### src/rtl/rop3_pkg.sv
// Shared definitions for the ROP3 blit controller.
// Holds the controller FSM encoding and the named ROP3 codes.
package rop3_pkg;

    typedef enum logic [1:0] {
        ST_IDLE  = 2'd0,
        ST_RUN   = 2'd1,
        ST_DRAIN = 2'd2,
        ST_DONE  = 2'd3
    } state_t;

    localparam logic [7:0] ROP_BLACKNESS = 8'h00;
    localparam logic [7:0] ROP_SRCCOPY   = 8'hCC;
    localparam logic [7:0] ROP_PATCOPY   = 8'hF0;
    localparam logic [7:0] ROP_SRCINVERT = 8'h66;
    localparam logic [7:0] ROP_DSTINVERT = 8'h55;
    localparam logic [7:0] ROP_WHITENESS = 8'hFF;

endpackage

### src/rtl/rop3_tag_pipe.sv
// Tag shift register carrying {valid, addr} alongside the SRAM read and the
// rop3 core latency, so each result is written back to the address it came from.
// Ports: clk, rst (sync, active-high), in_vld/in_addr (issued read),
//        tail_vld/tail_addr (entry retiring this cycle),
//        any_vld (an entry is still upstream of the tail).
module rop3_tag_pipe
    import rop3_pkg::*;
#(
    parameter int AW    = 8,
    parameter int DEPTH = 3
) (
    input  logic          clk,
    input  logic          rst,
    input  logic          in_vld,
    input  logic [AW-1:0] in_addr,
    output logic          tail_vld,
    output logic [AW-1:0] tail_addr,
    output logic          any_vld
);

    logic [DEPTH-1:0] vld;
    logic [AW-1:0]    addr [DEPTH];

    always_ff @(posedge clk) begin
        if (rst) begin
            vld <= '0;
            for (int i = 0; i < DEPTH; i++) begin
                addr[i] <= '0;
            end
        end else begin
            vld[0]  <= in_vld;
            addr[0] <= in_addr;
            for (int i = 1; i < DEPTH; i++) begin
                vld[i]  <= vld[i-1];
                addr[i] <= addr[i-1];
            end
        end
    end

    assign tail_vld  = vld[DEPTH-1];
    assign tail_addr = addr[DEPTH-1];

    // The tail entry retires in the current cycle, so only the stages
    // ahead of it decide whether more writes are still to come.
    always_comb begin
        any_vld = 1'b0;
        for (int i = 0; i < DEPTH - 1; i++) begin
            any_vld = any_vld | vld[i];
        end
    end

endmodule

### src/rtl/rop3_blit_ctrl.sv
// Block-level ROP3 sequencer: reads P/S/D spans in lock-step, streams them
// through an external rop3 core and writes results back into D in place.
// Ports: clk, rst (sync, active-high); job: start, mode, len, busy, done;
//        SRAM read: rd_en, rd_addr, p/s/d_rdata; core: rop_P/S/D/Mode,
//        rop_result; D SRAM write: wr_en, wr_addr, wr_data.
module rop3_blit_ctrl
    import rop3_pkg::*;
#(
    parameter int N   = 32,
    parameter int AW  = 8,
    parameter int LAT = 2
) (
    input  logic          clk,
    input  logic          rst,
    input  logic          start,
    input  logic [7:0]    mode,
    input  logic [AW:0]   len,
    output logic          busy,
    output logic          done,
    output logic          rd_en,
    output logic [AW-1:0] rd_addr,
    input  logic [N-1:0]  p_rdata,
    input  logic [N-1:0]  s_rdata,
    input  logic [N-1:0]  d_rdata,
    output logic [N-1:0]  rop_P,
    output logic [N-1:0]  rop_S,
    output logic [N-1:0]  rop_D,
    output logic [7:0]    rop_Mode,
    input  logic [N-1:0]  rop_result,
    output logic          wr_en,
    output logic [AW-1:0] wr_addr,
    output logic [N-1:0]  wr_data
);

    localparam int DEPTH = 1 + LAT;

    state_t        state;
    logic [AW:0]   len_q;
    logic [AW:0]   last_idx;
    logic          last_rd;
    logic          tail_vld;
    logic          any_vld;
    logic [AW-1:0] tail_addr;

    // len is at least 1 whenever RUN is active, so last_idx never underflows
    // there; len = 2^AW gives last_idx = 2^AW-1 and the counter never wraps.
    assign last_idx = len_q - {{AW{1'b0}}, 1'b1};
    assign last_rd  = ({1'b0, rd_addr} == last_idx);

    always_ff @(posedge clk) begin
        if (rst) begin
            state    <= ST_IDLE;
            busy     <= 1'b0;
            done     <= 1'b0;
            rd_en    <= 1'b0;
            rd_addr  <= '0;
            rop_Mode <= 8'h00;
            len_q    <= '0;
        end else begin
            unique case (state)
                ST_IDLE: begin
                    done <= 1'b0;
                    if (start) begin
                        rop_Mode <= mode;
                        len_q    <= len;
                        rd_addr  <= '0;
                        busy     <= 1'b1;
                        if (len != '0) begin
                            state <= ST_RUN;
                            rd_en <= 1'b1;
                        end else begin
                            state <= ST_DONE;
                            done  <= 1'b1;
                        end
                    end
                end
                ST_RUN: begin
                    if (last_rd) begin
                        state <= ST_DRAIN;
                        rd_en <= 1'b0;
                    end else begin
                        rd_addr <= rd_addr + AW'(1);
                    end
                end
                ST_DRAIN: begin
                    if (!any_vld) begin
                        state <= ST_DONE;
                        done  <= 1'b1;
                    end
                end
                ST_DONE: begin
                    state <= ST_IDLE;
                    busy  <= 1'b0;
                    done  <= 1'b0;
                end
                default: begin
                    state <= ST_IDLE;
                    busy  <= 1'b0;
                    done  <= 1'b0;
                    rd_en <= 1'b0;
                end
            endcase
        end
    end

    // Stage 0 lines up with the SRAM data cycle, the rest with the core.
    rop3_tag_pipe #(
        .AW    (AW),
        .DEPTH (DEPTH)
    ) u_tag_pipe (
        .clk       (clk),
        .rst       (rst),
        .in_vld    (rd_en),
        .in_addr   (rd_addr),
        .tail_vld  (tail_vld),
        .tail_addr (tail_addr),
        .any_vld   (any_vld)
    );

    assign rop_P   = p_rdata;
    assign rop_S   = s_rdata;
    assign rop_D   = d_rdata;
    assign wr_en   = tail_vld;
    assign wr_addr = tail_addr;
    assign wr_data = rop_result;

endmodule

### config.mk
export PLATFORM = sky130hd
export DESIGN_NAME = rop3_blit_ctrl
export DESIGN_NICKNAME = d
export VERILOG_FILES = /design/src/rtl/rop3_pkg.sv /design/src/rtl/rop3_tag_pipe.sv /design/src/rtl/rop3_blit_ctrl.sv
export SDC_FILE = /design/constraint.sdc
export NUM_CORES = 1
export LEC_CHECK = 0
export BUFFER_PORTS_ARGS = -buffer_cell sky130_fd_sc_hd__buf_4
export CELL_PAD_IN_SITES_DETAIL_PLACEMENT = 0
export CELL_PAD_IN_SITES_GLOBAL_PLACEMENT = 1
export CORE_MARGIN = 8
export CORE_UTILIZATION = 25
export CTS_CLUSTER_SIZE = 40
export DETAILED_ROUTE_END_ITERATION = 16
export GPL_TIMING_DRIVEN = 1
export PLACE_DENSITY = 0.8
export SLEW_MARGIN = 40
export SYNTH_ARGS = -nofsm -noshare
export SYNTH_HDL_FRONTEND = slang
export SYNTH_SLANG_ARGS = --single-unit
### constraint.sdc
create_clock -name clk -period 2.69 [get_ports clk]
set_input_delay 0.269 -clock clk [delete_from_list [all_inputs] [get_ports clk]]
set_output_delay 0.269 -clock clk [all_outputs]
set_load 0.02 [all_outputs]
==> flow_summary.ini, run 1 <==
[power]
power_density_nw_per_um2 = 876
ir_drop_mv = 0.454
p_leak_nw = 1.29

[global_route]
grt_max_degree = 53
busiest_layer = met2
use_met2 = 0.108
antenna_found_initial = 0
use_met1 = 0.0841
grtUsageTotal = 0.0773
overflow = 0
grt_use_met3 = 0.0534
grt_pass1_wl_um = 10900
grt_pass1_vias = 2139

[die]
initial_utilization = 0.257
core-area_um2 = 13300
std_cell_rows = 42
fp.dieH_um = 133
dieArea_um2 = 17700
ioPinCount = 304
fp.dieW_um = 133

[critical_path]
crit_required_ns = 2.90
cp-end-kind = flip-flop
rrSetupSlack_ns = 0.29
crit_chain = inv_1, ha_1, o21bai_1, a311oi_1, o31a_1, o2111a_2, nor2_2, mux2_4
crit_start = len_q[0]
rr_startpoint = len_q[0]
cp.buffers_inverters = 1
cp.arrival_ns = 2.61
cp-start-kind = flip-flop
critPathTopFamily = compound AO/OA/AOI/OAI gates
slowest_delay_ns = 0.46
slowest_stage = dfxtp_1
cp_max_fo = 16
crit_type = flip-flop to flip-flop

[cts]
hold_buffers = 0
cts.clk_slew.worst_paths_ns = 0.05
clock_path_buffers = 2
cts_tree = done
postCtsSetupBuffers = 0
clockRootBuffer = clkbuf_16
h-tree-depth = 3
numCtsBuffers = 9
cts.repair.resized = 0
clock_latency_ns = 0.32
cts_sinks = 57

[route]
vias_per_cell = 4.26
drc = 0
drtIter0Drc = 70
dr_total_vias = 2111
first_pass_iters = 4
ant_nets = 0
wl_um = 6740
routedWlPerCell_um = 13.6

[yosys]
syn_area_um2 = 3420
synth.net_count = 561
synth-edff-count = 0
ys_types = 50
synth_top_flop_cell = dfxtp_1
syn-instance-count = 406
seq_area_frac_synth = 0.334
synth_warnings = 0
syn_area_per_cell_um2 = 8.42
ys_async_sr_fraction = 0
ys_seq_elements = 57

[final_layout]
drive_gt1_frac = 0.228
multi_input_area_um2 = 1160
register_area_um2 = 1140
fillers = 1440
fin_nets = 471
area_growth_pct = -6.11
final_cells = 496
antenna_cells = 0

[timing]
worstMarginPinSlew_ns = 0.533
period_share = 0.891
rsz0062_at_grt = false
setup_viol = 0
drv_slew = 0
final-hold-violation-count = 0
setup_tns_ns = 0
fin_skew_ns = 0.00681
timing.final.crit_period_ns = 2.40
slew_headroom = 0.645
max_freq_mhz = 417

[run]
drv_cap = 0

[placement]
port_buffers = 47
hpwlAfterDp_um = 5020
dp_cells = 481
gp_congestion = 0.770

[worst_hold_path]
hold_start = mode[2]
hp-class = input port to flip-flop

[outcome]
outcome = finished, final reports clean
routing by layer:
layer / up-vias / share of wire
li1: 1008 / -
met1: 925 / 0.43
met2: 136 / 0.42
met3: 42 / 0.12
met4: 0 / 0.029
met5: - / 0
final cells by class:
| class | instances | area share |
|---|---|---|
| repair buffers | 49 | 0.115 |
| flip-flops and latches | 57 | 0.356 |
| multi-input cells | 190 | 0.362 |
| clock buffers | 9 | 0.0702 |
| clock inverters | 6 | 0.0187 |
| well taps | 176 | 0.0686 |
| inverters | 9 | 0.0105 |
final timing paths:
kind                             to  cells after the start
min                     rop_Mode[2]                      3
max                      rd_addr[0]                      8
max reg2reg              rd_addr[0]                      8
min reg2reg  u_tag_pipe.addr[0][20]                      1
cell families (layout without fill, tap and decap cells):
kind of cell    Yosys count  after routing  share of synthesized area
compound gates           57             57                      0.109
xor+xnor                  7              7                     0.0179
fa+ha+maj                 7              7                     0.0256
buf+inv                 159             73                      0.327
flops                    57             57                      0.334
mux                       2              2                    0.00732
simple gates            117            117                      0.179
cells in the mapped netlist, types with 2 or more instances:
master / number / share of area
a221oi_1: 2 / 0.0051
buf_4: 136 / 0.30
nand3_1: 7 / 0.010
xnor2_1: 3 / 0.0077
dfxtp_1: 57 / 0.33
a211oi_1: 2 / 0.0044
nand2_1: 41 / 0.045
o31a_1: 2 / 0.0051
nand4_1: 2 / 0.0037
ha_1: 7 / 0.026
o21ai_1: 7 / 0.010
a21oi_1: 28 / 0.041
buf_1: 4 / 0.0044
inv_1: 9 / 0.0099
nor2b_1: 28 / 0.051
o21ai_0: 4 / 0.0059
nand3b_1: 2 / 0.0044
nor3_1: 6 / 0.0088
or3_1: 7 / 0.013
xor2_1: 4 / 0.010
clkbuf_1: 8 / 0.0088
nor2_1: 12 / 0.013
power by group:
group	leakage [nW]	total, W	internal (W)	switching, W
sequential	0.463	0.00101	0.000927	0.0000791
clock	0.137	0.00109	0.000704	0.000383
combinational	0.686	0.000717	0.000291	0.000426
placed cells by master, fill, tap and decap left out, types with 3 or more instances in the layout:
master	Yosys	final
xor2_1	4	4
o21ai_1	7	7
nor2b_1	28	28
dfxtp_1	57	57
nand3_1	7	7
inv_1	9	9
buf_4	136	49
nor3_1	6	6
nor2_1	12	12
or3_1	7	7
ha_1	7	7
a21oi_1	28	28
nand2_1	41	41
clkinv_2	0	3
o21ai_0	4	4
xnor2_1	3	3
clkbuf_16	0	9
per-stage QoR:
stage / util / total power, W / hold slack, ns / setup WS, ns / cell area (µm²)
2_1_floorplan: - / 0.00180 / 0.351 / 0.393 / 3420
3_3_place_gp: 0.220 / 0.00172 / 0.416 / 0.407 / 2920
3_5_place_dp: 0.220 / 0.00175 / 0.423 / 0.323 / 2920
4_1_cts: 0.241 / 0.00286 / 0.175 / 0.310 / 3210
5_1_grt: 0.241 / 0.00298 / 0.188 / 0.145 / 3210
6_report: 0.241 / 0.00281 / 0.194 / 0.293 / 3210
registers in the layout (all words and copies together), names as in the netlist:
register and cells:
u_tag_pipe.addr 24, len_q 9, rd_addr 8, rop_Mode 8, u_tag_pipe.vld 3, state 2, busy 1, done 1
rd_en 1
worst register-to-register path, delay by kind of cell (launching register included):
kind                     cells  cell delay [ns]
flip-flops                   1             0.46
buffers and inverters        1             0.08
adder cells (fa/ha/maj)      1             0.30
AND/OR/NAND/NOR              1             0.09
AO/OA/AOI/OAI                4             1.06
multiplexers                 1             0.30
Note: power is estimated with default switching activity, not from simulation.
==> run 2, diff against run 1 <==
CORE_UTILIZATION = 27   (was 25)
PLACE_DENSITY = 0.86   (was 0.8)
clock period = 2.9 ns   (was 2.69 ns; I/O delays follow)
==> run 2 against run 1 <==
Compared with the run above: final cell count decreased by 0.60%; largest cell class unchanged; largest power group unchanged; sequential power decreased by 7%; wire length decreased by 1.8%; maximum frequency decreased by 1.0%.
==> flow_summary.ini, run 2 (synthesis gave the netlist of run 1 again) <==
[critical_path]
crit_required_ns = 3.11
cp.buffers_inverters = 1
cp-end-kind = flip-flop
cp.arrival_ns = 2.63
cp_max_fo = 16
cp-start-kind = flip-flop
crit_type = flip-flop to flip-flop
slowest_delay_ns = 0.48
rr_startpoint = len_q[0]
crit_chain = inv_1, ha_1, o21bai_1, a311oi_1, o31a_1, o2111a_2, nor2_2, mux2_4
slowest_stage = dfxtp_1
critPathTopFamily = compound AO/OA/AOI/OAI gates
crit_start = len_q[0]

[die]
std_cell_rows = 41
dieArea_um2 = 16500
fp.dieH_um = 128
core-area_um2 = 12500
initial_utilization = 0.274
fp.dieW_um = 128
ioPinCount = 304

[cts]
postCtsSetupBuffers = 0
h-tree-depth = 3
cts.clk_slew.worst_paths_ns = 0.05
clock_path_buffers = 2
cts.repair.resized = 0
numCtsBuffers = 9
clockRootBuffer = clkbuf_16
clock_latency_ns = 0.32
hold_buffers = 0
cts_tree = done
cts_sinks = 57

[final_layout]
largest_reg_flops = 24
drive_gt1_frac = 0.231
antenna_cells = 0
area_growth_pct = -4.36
fin_nets = 471
top_regs = u_tag_pipe.addr (24), len_q (9)
mostFrequentLayoutCells = dfxtp_1, buf_4, nand2_1
mostFrequentLayoutCell = dfxtp_1
regMostFlops = u_tag_pipe.addr

[outcome]
outcome = finished, final reports clean

[timing]
worstMarginPinSlew_ns = 0.527
period_share = 0.835
fin_skew_ns = 0.00467
final-hold-violation-count = 0
max_freq_mhz = 413
slew_headroom = 0.649
timing.final.crit_period_ns = 2.42
setup_viol = 0
drv_slew = 0
rsz0062_at_grt = false
setup_tns_ns = 0

[placement]
port_buffers = 47
hpwlAfterDp_um = 4840
gp_congestion = 0.796

[global_route]
overflow = 0
grt_max_degree = 53
grt_pass1_wl_um = 10400
antenna_found_initial = 0
grt_pass1_vias = 2099
grtUsageTotal = 0.0812

[route]
routedWlPerCell_um = 13.4
vias_per_cell = 4.30
drtIter0Drc = 107
drc = 0
ant_nets = 0
wl_um = 6620
first_pass_iters = 4
dr_total_vias = 2120

[power]
power_w = 0.00282
seqPwrFrac = 0.331
power.internal_w = 0.00198
power_density_nw_per_um2 = 864
p_leak_nw = 1.32
combPwrFrac = 0.236
ir_drop_mv = 0.307
power_frac_clock = 0.433
swShare = 0.300
switchingPower_w = 0.000848

[run]
drv_cap = 0

[worst_hold_path]
hold_start = mode[7]
hp-class = input port to flip-flop
-- run 2: worst paths after layout --
check                     endpoint  slack (ns)  cells past startpoint
max                     rd_addr[0]        0.48                      8
min                    rop_Mode[7]        0.21                      3
max reg2reg             rd_addr[0]        0.48                      8
min reg2reg  u_tag_pipe.addr[0][8]        0.43                      1
-- run 2: routing by layer --
layer  GRT usage  share of wire  up-vias
li1            -              -     1017
met1      0.0857           0.42      959
met2       0.121           0.44      102
met3      0.0459           0.10       42
met4      0.0560          0.039        0
met5           0              0        -
-- run 2: power by group through the flow --
stage / Combinational (W) / Sequential (W) / Clock, W
floorplan: 0.000700 / 0.000972 / 0
global placement: 0.000647 / 0.000945 / 0
detailed placement: 0.000668 / 0.000952 / 0
CTS: 0.000675 / 0.000935 / 0.00125
global route: 0.000749 / 0.000947 / 0.00129
finish: 0.000667 / 0.000935 / 0.00122
-- run 2: through the flow --
stage	hold WS (ns)	cells	cell area [µm²]	worst slack [ns]	utilization
final	0.214	493	3270	0.479	0.262
after detailed placement	0.422	477	2920	0.532	0.234
after floorplan	0.372	406	3420	0.603	-
after CTS	0.201	493	3270	0.516	0.262
after global routing	0.217	493	3270	0.259	0.262
after global placement	0.416	477	2920	0.618	0.234
-- run 2: area by class of cell --
class,instances,area (µm²)
fill,1339,9200
inverter,9,33.8
clock inverter,7,125
tap,172,215
clock buffer,9,225
timing repair buffer,49,368
multi-input combinational,190,1160
sequential,57,1140
-- run 2: worst register-to-register path: stages (launching register included) --
cell and delay (ns):
dfxtp_1 0.48, inv_1 0.08, ha_1 0.30, o21bai_1 0.19, a311oi_1 0.30, o31a_1 0.20
o2111a_2 0.38, nor2_2 0.08, mux2_4 0.30
